==> config.mk <==
export PLATFORM = sky130hd
export DESIGN_NAME = screen_controller
export DESIGN_NICKNAME = d
export VERILOG_FILES = /design/src/rtl/screen_controller.sv
export SDC_FILE = /design/constraint.sdc
export NUM_CORES = 1
export LEC_CHECK = 0
export ABC_AREA = 1
export CAP_MARGIN = 20
export CELL_PAD_IN_SITES_DETAIL_PLACEMENT = 1
export CELL_PAD_IN_SITES_GLOBAL_PLACEMENT = 2
export CORE_MARGIN = 2
export CORE_UTILIZATION = 27
export DETAILED_ROUTE_END_ITERATION = 7
export PLACE_DENSITY = 0.89
export SYNTH_ARGS = -nofsm -noshare
export SYNTH_HDL_FRONTEND = slang
export SYNTH_SLANG_ARGS = --single-unit
==> constraint.sdc <==
create_clock -name clk -period 3.35 [get_ports clk]
set_input_delay 1.005 -clock clk [delete_from_list [all_inputs] [get_ports clk]]
set_output_delay 1.005 -clock clk [all_outputs]
set_load 0.05 [all_outputs]
==> src/rtl/screen_controller.sv <==
// Drawing sequencer: one full-screen clear, then an endless sweeping line
// animation (draw, hold, erase, advance) onto a registered framebuffer port.
module screen_controller #(
   parameter int HOLD_CYCLES = 1_000_000,
   parameter int STEP        = 8
) (
   input  logic        clk,
   input  logic        reset,
   input  logic        start,
   output logic        busy,
   output logic        clear_en,
   input  logic [10:0] clear_x,
   input  logic [10:0] clear_y,
   input  logic        clear_done,
   output logic        line_start,
   output logic [10:0] line_x0,
   output logic [10:0] line_y0,
   output logic [10:0] line_x1,
   output logic [10:0] line_y1,
   input  logic [10:0] line_x,
   input  logic [10:0] line_y,
   input  logic        line_valid,
   input  logic        line_done,
   output logic [10:0] x,
   output logic [10:0] y,
   output logic        pixel_color,
   output logic        pixel_write
);

   typedef enum logic [2:0] {
      S_IDLE,
      S_CLEAR,
      S_DRAW,
      S_HOLD,
      S_ERASE,
      S_STEP
   } state_t;

   localparam logic [10:0] XMAX      = 11'd639;
   localparam logic [10:0] YMAX      = 11'd479;
   localparam logic [10:0] STEP_W    = 11'(STEP);
   localparam logic [31:0] HOLD_LOAD = 32'(HOLD_CYCLES - 1);

   state_t      state, state_n;
   logic [9:0]  pos, pos_n;
   logic [31:0] cnt, cnt_n;
   logic [10:0] sum;
   logic        clear_en_n, line_start_n;
   logic [10:0] x0_n, y0_n, x1_n, y1_n;
   logic [10:0] x_n, y_n;
   logic        color_n, write_n;

   assign busy = (state != S_IDLE);
   assign sum  = {1'b0, pos} + STEP_W;

   // Next-state, position/counter updates and the next write-port value.
   always_comb begin
      state_n      = state;
      pos_n        = pos;
      cnt_n        = cnt;
      clear_en_n   = clear_en;
      line_start_n = 1'b0;
      x0_n         = line_x0;
      y0_n         = line_y0;
      x1_n         = line_x1;
      y1_n         = line_y1;
      x_n          = x;
      y_n          = y;
      color_n      = pixel_color;
      write_n      = 1'b0;
      unique case (state)
         S_IDLE: begin
            if (start) begin
               state_n    = S_CLEAR;
               clear_en_n = 1'b1;
            end
         end
         S_CLEAR: begin
            if (clear_done) begin
               clear_en_n   = 1'b0;
               pos_n        = '0;
               line_start_n = 1'b1;
               x0_n         = '0;
               y0_n         = '0;
               x1_n         = XMAX;
               y1_n         = YMAX;
               state_n      = S_DRAW;
            end else begin
               x_n     = clear_x;
               y_n     = clear_y;
               color_n = 1'b0;
               write_n = 1'b1;
            end
         end
         S_DRAW: begin
            if (line_valid) begin
               x_n     = line_x;
               y_n     = line_y;
               color_n = 1'b1;
               write_n = 1'b1;
            end
            if (line_done) begin
               cnt_n   = HOLD_LOAD;
               state_n = S_HOLD;
            end
         end
         S_HOLD: begin
            if (cnt == '0) begin
               line_start_n = 1'b1;
               state_n      = S_ERASE;
            end else begin
               cnt_n = cnt - 32'd1;
            end
         end
         S_ERASE: begin
            if (line_valid) begin
               x_n     = line_x;
               y_n     = line_y;
               color_n = 1'b0;
               write_n = 1'b1;
            end
            if (line_done) begin
               pos_n   = (sum > XMAX) ? 10'd0 : sum[9:0];
               state_n = S_STEP;
            end
         end
         S_STEP: begin
            line_start_n = 1'b1;
            x0_n         = {1'b0, pos};
            y0_n         = '0;
            x1_n         = XMAX - {1'b0, pos};
            y1_n         = YMAX;
            state_n      = S_DRAW;
         end
         default: state_n = S_IDLE;
      endcase
   end

   // State, animation registers and all registered outputs.
   always_ff @(posedge clk or posedge reset) begin
      if (reset) begin
         state       <= S_IDLE;
         pos         <= '0;
         cnt         <= '0;
         clear_en    <= 1'b0;
         line_start  <= 1'b0;
         line_x0     <= '0;
         line_y0     <= '0;
         line_x1     <= '0;
         line_y1     <= '0;
         x           <= '0;
         y           <= '0;
         pixel_color <= 1'b0;
         pixel_write <= 1'b0;
      end else begin
         state       <= state_n;
         pos         <= pos_n;
         cnt         <= cnt_n;
         clear_en    <= clear_en_n;
         line_start  <= line_start_n;
         line_x0     <= x0_n;
         line_y0     <= y0_n;
         line_x1     <= x1_n;
         line_y1     <= y1_n;
         x           <= x_n;
         y           <= y_n;
         pixel_color <= color_n;
         pixel_write <= write_n;
      end
   end

endmodule

==> impl_table.tex <==
\begin{tabular}{lr}
\hline
Metric & Value \\
\hline
\multicolumn{2}{l}{\textbf{Cells and area}} \\
Share of cells above drive strength 1 & 0.0562 \\
Final Instance Count excl. Fillers & between 900 and 1000 \\
P\&R area growth vs syn & 28.8\% \\
Antenna diode count & 0 \\
Total of fill cells in the finished design & $\sim$2200 \\
Count of nets after finishing & 798 \\
\multicolumn{2}{l}{\textbf{Detailed routing}} \\
DRT Pass-1 Iters & 4 \\
Routed wire length & between 10000 and 15000 um \\
Iter 0 DRT Violations & $\sim$190 \\
Vias per cell & 4.46 \\
Drt drc & 0 \\
Post-detailed-route count of antenna-violating nets & 0 \\
Routed length per instance & about 14 um \\
Via total after detailed routing & between 4000 and 5000 \\
\multicolumn{2}{l}{\textbf{Yosys}} \\
YS warnings & 0 \\
Post-synth top flop & dfrtp\_1 \\
Top cell types by occurrence after synthesis & nand2\_1, nor2\_1, dfrtp\_1 \\
Top area cells in the synthesized netlist & dfrtp\_1, nand2\_1, nor2\_1, buf\_4, nand3\_1 \\
Sequential-to-total area share from yosys stat & 0.435 \\
Post-Synthesis Cell Area & 4830 um2 \\
Top-area cell type share of the netlist area & 0.435 \\
Cell type contributing the most total cell area after synthesis & dfrtp\_1 \\
EDFF count, synth & 0 \\
Avg Inst Size Synth & 7.38 um2 \\
Most numerous cell in the Yosys netlist & nand2\_1 \\
Async S/R FF share, synth & 1.00 \\
Post-synthesis sequential element count & 84 \\
Gate Count Post-Synth & 655 \\
Count of unique library cells instantiated by Yosys & 31 \\
\multicolumn{2}{l}{\textbf{Power}} \\
Clock network fraction of design power & 0.202 \\
Switching Share & 0.481 \\
Sequential share of power & 0.290 \\
Power density cells & 824 nW/um2 \\
Leakage & 0.00275 uW \\
Comb power frac & 0.508 \\
Internal power of the cells & 2660 uW \\
Psw & 2470 uW \\
Worst supply voltage drop on vdd & 0.429 mV \\
\multicolumn{2}{l}{\textbf{Placed design}} \\
Place WS & 393 ps \\
Detailed Place HPWL & 10400 um \\
Gp weighted congestion & 0.772 \\
Port Buffers & 102 \\
Placed cells & 956 \\
\multicolumn{2}{l}{\textbf{Floorplan}} \\
Initial Util & 0.278 \\
Height of the die & 138 um \\
Width of the die & 138 um \\
Die area & between 15000 and 20000 um2 \\
Cell Rows & between 40 and 50 \\
Io pins & 121 \\
Area of the core region & 17400 um2 \\
\multicolumn{2}{l}{\textbf{Critical path}} \\
Count of buffer and inverter cells on the critical path & 3 \\
Cell-by-cell trace of the critical path & nor2\_1, inv\_2, nor2\_1, inv\_1, clkdlybuf4s50\_1 \\
Maximum fanout encountered on the critical timing path & 5 \\
Worst setup path class & reg2out \\
Library cell appearing most often on the critical path & nor2\_1 \\
Largest stage delay, worst path & 710 ps \\
Endpoint class of the critical path & output port \\
Cell with the largest stage delay on the worst path & clkdlybuf4s50\_1 \\
Critical Path AT & 1990 ps \\
Kind of cell with the highest combined delay on the critical path & buffers and inverters \\
Required time of the worst setup path & 2340 ps \\
Type of element launching the critical path & flip-flop \\
\multicolumn{2}{l}{\textbf{Timing}} \\
Max-slew violation total from the final report & 0 \\
Post-route minimum period & 3000 ps \\
Final critical-path share of the clock period & 0.894 \\
Hold violation total from the final report & 0 \\
Final sum of negative setup slack & 0 ps \\
Final setup violation count & 0 \\
Slew HR & 0.454 \\
Highest clock rate & $\sim$330 MHz \\
Slew at the pin with the worst max-slew slack & 816 ps \\
Post-route clock skew & approximately 9.4 ps \\
Unrepaired setup endpoints after global routing & false \\
Crit path setup slack, layout & approximately 350 ps \\
\multicolumn{2}{l}{\textbf{CTS}} \\
\# H-tree levels & 3 \\
Post-CTS resize count & 0 \\
Buffer depth of the longest clock path & 2 \\
CTS root buffer & clkbuf\_16 \\
Post-cts hold buffer count & 0 \\
Insertion delay of the later-clocked pin in the worst-skew pair & 350 ps \\
Reg clk slew, reported paths & 60 ps \\
Number of CTS-inserted buffers & 9 \\
Count of buffers added by post-CTS timing repair for setup & 0 \\
CTS tree & yes \\
Clock sink count & 84 \\
\multicolumn{2}{l}{\textbf{GRT}} \\
Via count of the first global-routing pass & 4506 \\
Global router's overall resource usage & 0.155 \\
Maximum number of pins on one net before global-route repair & 48 \\
Antenna violations before repair & 0 \\
Remaining Overflow, GRT & 0 \\
First-pass GRT wire length & 23200 um \\
\multicolumn{2}{l}{\textbf{Run}} \\
Count of maximum capacitance violations & 0 \\
\multicolumn{2}{l}{\textbf{Outcome}} \\
Status & complete, no violations \\
\multicolumn{2}{l}{\textbf{Hold path}} \\
HP Class & reg2reg \\
\hline
\end{tabular}
## kinds of logic (layout without fill, tap and decap cells)
family,count (synthesis),after routing,share of synthesized area
fa+ha+maj,6,6,0.0155
buf+inv,99,174,0.108
simple gates,373,373,0.323
compound gates,79,79,0.0950
other cells,1,18,0.000776
xor+xnor,13,13,0.0236
flops,84,84,0.435
## through the flow
stage	cell area, um2	util	power, uW	hold WS, ps
finish	6230	0.357	5130	478
global route	6230	0.357	5510	518
CTS	6230	0.357	5210	485
detailed placement	5920	0.340	4150	470
global placement	5920	0.340	4120	462
floorplan	4900	-	3410	449
## metal layers
metal	share of wire	GRT usage
met1	0.47	0.204
met2	0.47	0.253
met3	0.057	0.0489
met4	0.0075	0.0255
met5	0	0
## cell usage in the layout (no fill, tap or decap), drive strengths merged, types with 6 or more instances in the layout
cell type	netlist	layout
conb	1	18
nand4	8	8
clkbuf	4	11
nand2	194	194
o21ai	41	41
nor2	118	118
ha	6	6
a21oi	7	7
inv	52	52
clkdlybuf4s50	0	102
xor2	10	10
nor3	9	9
dfrtp	84	84
a31oi	22	22
nand3	40	40
## sequential cells by signal, indices dropped and copies added, names as in the netlist
signal       flops
line_y1          1
pixel_color      1
state            3
clear_en         1
x               11
y               11
line_start       1
pixel_write      1
pos              7
cnt             32
line_x1          9
line_x0          6
## power by group through the flow
stage          Clock (uW)  Sequential, uW  Combinational, uW
2_1_floorplan           0            2100               1310
3_3_place_gp            0            1500               2620
3_5_place_dp            0            1510               2640
4_1_cts              1070            1490               2650
5_1_grt              1110            1530               2880
6_report             1040            1490               2610
## worst reg2reg max path, delay by kind of cell, from the launching register on
family                 cells  cell delay (ps)
and+or+nand+nor            6             1500
buffers and inverters      2              440
DFF                        1              430
AOI/OAI and AO/OA          1               60
## cell type report
| cell class | instances | area (um2) | share of cell area |
|---|---|---|---|
| repair buffers | 106 | 1060 | 0.171 |
| inverters | 52 | 196 | 0.0316 |
| clock inverters | 5 | 60.1 | 0.00965 |
| well taps | 225 | 282 | 0.0452 |
| multi-input cells | 489 | 2280 | 0.366 |
| clock buffers | 11 | 243 | 0.0390 |
| flip-flops and latches | 84 | 2100 | 0.338 |
## worst paths after layout
| path | endpoint | cells after the start | from | slack, ps |
|---|---|---|---|---|
| hold / removal | line_x0[4] | 2 | line_x0[4] | 480 |
| setup / recovery | busy | 5 | state[0] | 350 |
| max in group asynchronous | line_start | 3 | reset | 1650 |
| min in group asynchronous | x[7] | 2 | reset | 1060 |
| setup reg to reg | y[3] | 9 | state[0] | 760 |
| hold reg to reg | line_x0[4] | 2 | line_x0[4] | 480 |
No activity file was read; power rests on OpenSTA's default activity.
